===== src/rtl/alu_control_sequencer.sv =====
// alu_control_sequencer: hardwired fetch/ALU control unit driving the Datapath strobes.
// Optional macro CU_ILLEGAL_TRAP_EN: illegal opcodes halt with a sticky flag instead of acting as NOPs.
module alu_control_sequencer #(
    parameter int DATA_W = 32,
    parameter int NREGS  = 16
) (
    input  logic              clock,
    input  logic              clear,
    input  logic              mem_ready,
    input  logic [DATA_W-1:0] IR,
    output logic [NREGS-1:0]  Rin,
    output logic [NREGS-1:0]  Rout,
    output logic              PCout,
    output logic              PCin,
    output logic              IncPC,
    output logic              MARin,
    output logic              MDRin,
    output logic              MDRout,
    output logic              MDMuxread,
    output logic              IRin,
    output logic              Yin,
    output logic              Zlowin,
    output logic              Zhighin,
    output logic              Zlowout,
    output logic              Zhighout,
    output logic              HIin,
    output logic              LOin,
    output logic              ADD,
    output logic              SUB,
    output logic              MUL,
    output logic              DIV,
    output logic              AND,
    output logic              OR,
    output logic              SHR,
    output logic              SHRA,
    output logic              SHL,
    output logic              ROR,
    output logic              ROL,
    output logic              NEG,
    output logic              NOT,
    output logic              run,
    output logic              illegal,
    output logic [3:0]        state_dbg
);
    typedef enum logic [3:0] {
        RST = 4'd0, T0 = 4'd1, T1 = 4'd2, T2 = 4'd3, T3 = 4'd4, T4 = 4'd5,
        T5 = 4'd6, T4U = 4'd7, T5M = 4'd8, T6M = 4'd9, HALT = 4'd15
    } state_t;

`ifdef CU_ILLEGAL_TRAP_EN
    localparam state_t ILL_NEXT = HALT;
    logic illegal_q;
    assign illegal = illegal_q;
`else
    localparam state_t ILL_NEXT = T0;
    assign illegal = 1'b0;
`endif

    localparam logic [NREGS-1:0] ONE = NREGS'(1);

    state_t      state;
    logic [4:0]  op;
    logic [3:0]  ra, rb, rc;
    logic        legal, unary, muldiv, op_en;
    logic [12:0] op_v;
    logic        unused_ir;

    assign op        = IR[31:27];
    assign ra        = IR[26:23];
    assign rb        = IR[22:19];
    assign rc        = IR[18:15];
    assign unused_ir = ^IR;
    assign legal     = op <= 5'd12;
    assign unary     = op == 5'd11 || op == 5'd12;
    assign muldiv    = op == 5'd9 || op == 5'd10;

    always_ff @(posedge clock) begin
        if (clear) begin
            state <= RST;
`ifdef CU_ILLEGAL_TRAP_EN
            illegal_q <= 1'b0;
`endif
        end else begin
`ifdef CU_ILLEGAL_TRAP_EN
            if (state == T3 && !legal) illegal_q <= 1'b1;
`endif
            case (state)
                RST:     state <= T0;
                T0:      state <= T1;
                T1:      state <= mem_ready ? T2 : T1;
                T2:      state <= T3;
                T3:      state <= !legal ? ILL_NEXT : (unary ? T4U : T4);
                T4:      state <= muldiv ? T5M : T5;
                T5:      state <= T0;
                T4U:     state <= T0;
                T5M:     state <= T6M;
                T6M:     state <= T0;
                HALT:    state <= HALT;
                default: state <= RST;
            endcase
        end
    end

    // The ALU op line fires in T4 for two-operand ops and already in T3 for NEG/NOT.
    assign op_en = legal && ((state == T3 && unary) || state == T4);
    assign op_v  = op_en ? 13'(1) << op : 13'd0;

    always_comb begin
        Rin       = (state == T5 || state == T4U) ? ONE << ra : '0;
        Rout      = (state == T3 && legal) ? ONE << rb : (state == T4 ? ONE << rc : '0);
        PCout     = state == T0;
        MARin     = state == T0;
        IncPC     = state == T0;
        PCin      = state == T1;
        MDMuxread = state == T1;
        MDRin     = state == T1;
        MDRout    = state == T2;
        IRin      = state == T2;
        Yin       = state == T3 && legal && !unary;
        Zlowin    = state == T0 || state == T4 || (state == T3 && legal && unary);
        Zhighin   = state == T4 && muldiv;
        Zlowout   = state == T1 || state == T5 || state == T4U || state == T5M;
        LOin      = state == T5M;
        Zhighout  = state == T6M;
        HIin      = state == T6M;
        run       = state != RST && state != HALT;
    end

    assign {NOT, NEG, DIV, MUL, ROL, ROR, AND, OR, SHL, SHRA, SHR, SUB, ADD} = op_v;
    assign state_dbg = state;
endmodule


===== config.mk =====
export PLATFORM = sky130hd
export DESIGN_NAME = alu_control_sequencer
export DESIGN_NICKNAME = d
export VERILOG_FILES = /design/src/rtl/alu_control_sequencer.sv
export SDC_FILE = /design/constraint.sdc
export NUM_CORES = 1
export LEC_CHECK = 0
export CORE_ASPECT_RATIO = 1.2
export CORE_UTILIZATION = 30
export DETAILED_ROUTE_END_ITERATION = 12
export PLACE_DENSITY = 0.83
export SLEW_MARGIN = 20
export SYNTH_ARGS = -nofsm -noshare
export SYNTH_HDL_FRONTEND = slang
export SYNTH_SLANG_ARGS = --single-unit

===== constraint.sdc =====
create_clock -name clock -period 4 [get_ports clock]
set_clock_uncertainty 0.1 [all_clocks]
set_input_delay 0.4 -clock clock [delete_from_list [all_inputs] [get_ports clock]]
set_output_delay 0.4 -clock clock [all_outputs]
set_load 0.005 [all_outputs]

======== Yosys cells after proc, flatten, opt, wreduce, memory -nomap -nowiden ========
Cells that the tools add are included.
word-level totals
  memory bits (writable) .................. 0
  register bits ........................... 4
  logic and storage cells ................. 50
  bits in latches ......................... 0
  output and inout port bits .............. 66
  input bits .............................. 35
  memory bits (read-only) ................. 0
  memories kept ........................... 0
cells by class
  equal/unequal tests ..................... 15
  mux-type cells .......................... 9
  divide/modulo/power cells ............... 0
  shift-type cells ........................ 4
  $lt $le $gt $ge ......................... 1
  reductions and logical operators ........ 20
  $mul .................................... 0
  bitwise gates (word level) .............. 0
  add/subtract/negate cells ............... 0
operators by type and width
  kind                                                             count
  2-to-1 mux 16 bit                                                3
  left shift 1 x 4 -> 16 bit (first input constant)                3
  one-hot mux 4 bit (8 select lines)                               1
  equality test 5 x 4 -> 1 bit (second input constant)             4
  equality test 4 x 3 -> 1 bit (second input constant)             4
  2-to-1 mux 13 bit                                                1
  left shift 1 x 5 -> 13 bit (first input constant)                1
  equality test 4 bit (second input constant)                      3
  logical OR 1 bit                                                 9
  equality test 4 x 2 -> 1 bit (second input constant)             2
  logical AND 1 bit                                                7
  less-or-equal comparator 5 x 4 -> 1 bit (second input constant)  1
  equality test 4 x 1 -> 1 bit (second input constant)             1
  zero test 4 bit                                                  1
  2-to-1 mux 4 bit                                                 1
  != test 4 bit (second input constant)                            1
  nonzero test 4 bit                                               1
  OR reduction 4 bit                                               1
  2-to-1 mux 3 bit                                                 1
  2-to-1 mux 2 bit                                                 1
  zero test 1 bit                                                  1
  2-to-1 mux 1 bit                                                 1

======== Longest topological paths before layout ========
  depth after elaboration ................. 6
  gate-level depth with buffers ........... 6
  gate-level depth less buffers ........... 4

======== Worst setup path before layout ========
OpenSTA, ideal clock, no wires.
  path type ............................... input to output
  from .................................... input IR[28]
  to ...................................... output Rout[12]
  arrival ................................. 1.414 ns
  buffers on the path ..................... 1
  required time ........................... 3.500 ns
  stages on the path ...................... 5
  slack ................................... 2.086 ns
  cells stage by stage .................... buf_4 > o211ai_2 > nand3_1 > or3_1 > o22ai_1
on the way
  cells in the longest elaborated chain, start to end .. 3
ends and longest elaborated chain
  element                                  line  text
  start: declaration                       10    input logic [DATA_W-1:0] IR,
  less-or-equal comparator 5 x 4 -> 1 bit  73    assign legal = op <= 5'd12;
  logical AND 1 bit                        110   Rout = (state == T3 && legal) ? ONE << rb : (state == T4 ? ONE << rc : '0);
  2-to-1 mux 16 bit                        110
  end: declaration                         12    output logic [NREGS-1:0] Rout,
Every way passes these cells.

======== Final worst setup path ========
  from .................................... input IR[28]
  to ...................................... output Rout[10]
The elaborated chain is that of the path after synthesis.

==> results.yml <==
power_and_ir_drop:
  power.static_leakage_nw: 0.599
  p_per_area_mw_per_mm2: 124
  ir_drop_v: 0.000202
  cellInternalPower_w: 0.000147
  pwr-share-clk_pct: 21.8
  switching_share_of_power_pct: 35.1
  switching_power_summed_over_all_nets_w: 0.0000797
  share_of_total_power_in_combinational_logic_pct: 53.1
  power.share.sequential_pct: 25.1
grt:
  grt_pass1_wl_um: 5310
  grt.total_usage_pct: 18.9
  grt_max_degree: 19
  overflow: 0
  antenna_violations_before_repair: 0
  first_global_vias: 1204
sta:
  rsz0062_at_grt: "false"
  number_of_slew_limit_violations_in_the_final_report: 0
  setup-violations-final: 0
  timing.slew.headroom_pct: 64.4
  final_critical_path_setup_slack_ns: 0.832
  final_critical_period_ns: 3.17
  maxClockFrequency_mhz: 316
  final-hold-violation-count: 0
  worst_pin_slew_ns: 0.533
  setup_total_negative_slack_ns: 0
  min_period_over_period_pct: 79.2
floorplanning:
  top_level_ports: 101
  floorplan.die.height_um: 65.8
  floorplan.initialDensity_pct: 32.4
  placement_rows: 22
  core_area_mm2: 0.00314
  die_area_mm2: 0.00363
  horizontal_die_dimension_um: 55.2
critical_path:
  crit_path_max_fanout: 9
  critical_path.slowest_cell: "sky130_fd_sc_hd__clkdlybuf4s50_1"
  crit_path_frequent_cell: "sky130_fd_sc_hd__clkdlybuf4s50_1"
  critical_path_class: "in -> out"
  path_buf_inv: 2
  worst-path-stages: 6
  critical_path.max_stage_delay_ns: 0.62
  critical_path.cell_chain: "clkdlybuf4s50_1, o211ai_2, nand3_1, or3_1, o22ai_1, clkdlybuf4s50_1"
  crit_path_start_kind: "input pin"
  arrival_ns: 2.67
  worst_ep_required_time_ns: 3.50
  reg2regPathDepth: 4
  crit_end_category: "output pin"
  critPathTopFamily: "buffers and inverters"
drt:
  ant_nets: 0
  routed-via-count: 1442
  route.detailed.drc: 0
  avgRoutedWirePerCell_um: 12.9
  routed_wl_um: 3570
  detail_route.vias_per_cell: 5.22
  firstDrtPassIters: 4
  first_iter_violations: 26
cells_and_area:
  finalCoreUtilization_pct: 58.1
  multi_input_area_um2: 805
  n_fill_cell: 320
  post_route_cells_drive_above_1_share_pct: 4.58
  largest_reg_flops: 4
  syn_to_final_growth_pct: 79.2
  antenna_cells: 0
  num-nets-final: 277
  area_taken_by_flip_flops_and_latches_um2: 80.1
clocking:
  hold_buffers: 0
  clk_latency_ns: 0.23
  number_of_cts_inserted_buffers: 3
  clock_slew_seen_by_the_registers_of_the_worst_setup_and_hold_paths_ns: 0.04
  count_of_cells_resized_by_post_cts_repair: 0
  post_cts.repair.setup_buffers: 0
  cts.sinks: 4
  root_buffer: "sky130_fd_sc_hd__clkbuf_4"
  ctsLongestPathBuffers: 2
  tritoncts: "built"
  cts.htree.levels: 1
logic_synthesis:
  post_synthesis_async_set_or_reset_flop_share_pct: 0
  synthesis.nets: 205
  synth-seq-cells: 4
  yosysWarnings: 0
  post_synth_inst_count: 170
  synth_top_area_cell: "sky130_fd_sc_hd__nor2_1"
  synth-edff-count: 0
  synth-main-ff-cell: "sky130_fd_sc_hd__dfxtp_1"
  synth_seq_area_share_pct: 7.87
  syn-cell-area_mm2: 0.00102
  synth_largest_type_area_fraction_pct: 12.2
  syn_area_per_cell_um2: 5.98
  netlist_top_cells_area: "sky130_fd_sc_hd__nor2_1 (12%), sky130_fd_sc_hd__dfxtp_1 (7.9%), sky130_fd_sc_hd__nand2_1 (7.4%)"
  netlist-cell-type-count: 44
outcome:
  result_of_the_run: "completed"
flow_run:
  drv_cap: 0
place:
  place.port_buffers: 84
  dp_worst_setup_slack_ns: 0.893
  place_hpwl_um: 2830
  gp_congestion: 0.860
min_path:
  worstHoldPathType: "in -> reg"
  timing.hold.worst_path_depth: 3
-- synth_stat cells, types with 3 or more instances --
cell,count
sky130_fd_sc_hd__a21oi_1,3
sky130_fd_sc_hd__buf_4,8
sky130_fd_sc_hd__clkbuf_1,7
sky130_fd_sc_hd__dfxtp_1,4
sky130_fd_sc_hd__inv_1,8
sky130_fd_sc_hd__nand2_1,20
sky130_fd_sc_hd__nand2b_1,9
sky130_fd_sc_hd__nand3_1,4
sky130_fd_sc_hd__nand3b_1,3
sky130_fd_sc_hd__nor2_1,33
sky130_fd_sc_hd__nor2b_1,4
sky130_fd_sc_hd__nor3_1,10
sky130_fd_sc_hd__o21ai_1,8
sky130_fd_sc_hd__o22ai_1,7
sky130_fd_sc_hd__or3_1,7
-- routing by layer --
layer  up-vias  global-route usage [%]  wire length, um
li1        732                       -                -
met5         -                       0                0
met1       651                    25.9             1570
met2        57                    30.7             1700
met3         2                    3.45              274
met4         0                    2.50               21
-- cells in the final DEF (no fill, tap or decap), types with 2 or more instances in the layout --
cell | netlist | layout
sky130_fd_sc_hd__inv_1 | 8 | 8
sky130_fd_sc_hd__dfxtp_1 | 4 | 4
sky130_fd_sc_hd__nor2b_1 | 4 | 4
sky130_fd_sc_hd__o21ai_1 | 8 | 8
sky130_fd_sc_hd__and3_1 | 2 | 2
sky130_fd_sc_hd__o21ai_0 | 2 | 2
sky130_fd_sc_hd__clkbuf_4 | 0 | 3
sky130_fd_sc_hd__nand2b_1 | 9 | 9
sky130_fd_sc_hd__clkdlybuf4s50_1 | 0 | 84
sky130_fd_sc_hd__nand4_1 | 2 | 2
sky130_fd_sc_hd__nand3_1 | 4 | 4
sky130_fd_sc_hd__or3_1 | 7 | 7
sky130_fd_sc_hd__nand2_1 | 20 | 20
sky130_fd_sc_hd__nor2_1 | 33 | 33
sky130_fd_sc_hd__o22ai_1 | 7 | 7
sky130_fd_sc_hd__nand3b_1 | 3 | 3
sky130_fd_sc_hd__o32ai_1 | 2 | 2
sky130_fd_sc_hd__a21oi_1 | 3 | 3
sky130_fd_sc_hd__nand2b_4 | 2 | 2
sky130_fd_sc_hd__nor3b_1 | 2 | 2
sky130_fd_sc_hd__nor3_1 | 10 | 10
-- logic make-up after synthesis --
kind of cell,Yosys count,synth area share [%]
muxes,1,1.11
and+or+nand+nor,105,54.9
DFF,4,7.87
buffers and inverters,25,13.0
other,1,0.369
AOI/OAI and AO/OA,34,22.8
-- path summary, 6_finish.rpt --
path                startpoint            to  slack, ns
hold reg to reg   state_dbg[2]  state_dbg[0]       0.67
setup / recovery        IR[28]      Rout[10]       0.83
hold / removal       mem_ready  state_dbg[0]       0.64
setup reg to reg  state_dbg[2]  state_dbg[1]       2.36
-- worst min-delay path, cell delays in order --
cell and delay [ns]:
sky130_fd_sc_hd__clkdlybuf4s50_1 0.39, sky130_fd_sc_hd__nand2_1 0.05, sky130_fd_sc_hd__a31oi_1 0.07
-- through the flow --
stage	area (um2)	hold WS, ns	instances	power, W
after detailed placement	1800	0.666	273	0.000177
after floorplan	1020	0.369	170	0.000119
after global placement	1800	0.650	273	0.000175
final	1820	0.642	276	0.000227
after global routing	1820	0.677	276	0.000245
after CTS	1820	0.641	276	0.000229
-- power groups by stage --
stage / clock (W) / sequential (W) / combinational (W)
2_1_floorplan: 0 / 0.0000473 / 0.0000720
3_3_place_gp: 0 / 0.0000573 / 0.000118
3_5_place_dp: 0 / 0.0000572 / 0.000120
4_1_cts: 0.0000519 / 0.0000568 / 0.000121
5_1_grt: 0.0000560 / 0.0000582 / 0.000131
6_report: 0.0000494 / 0.0000569 / 0.000121
-- cell type report --
cell class,instances,area share [%]
repair buffers,84,46.1
multi-input cells,141,44.1
flip-flops and latches,4,4.39
well taps,36,2.47
inverters,8,1.65
clock buffers,3,1.24
Note: power is estimated with default switching activity, not from simulation.
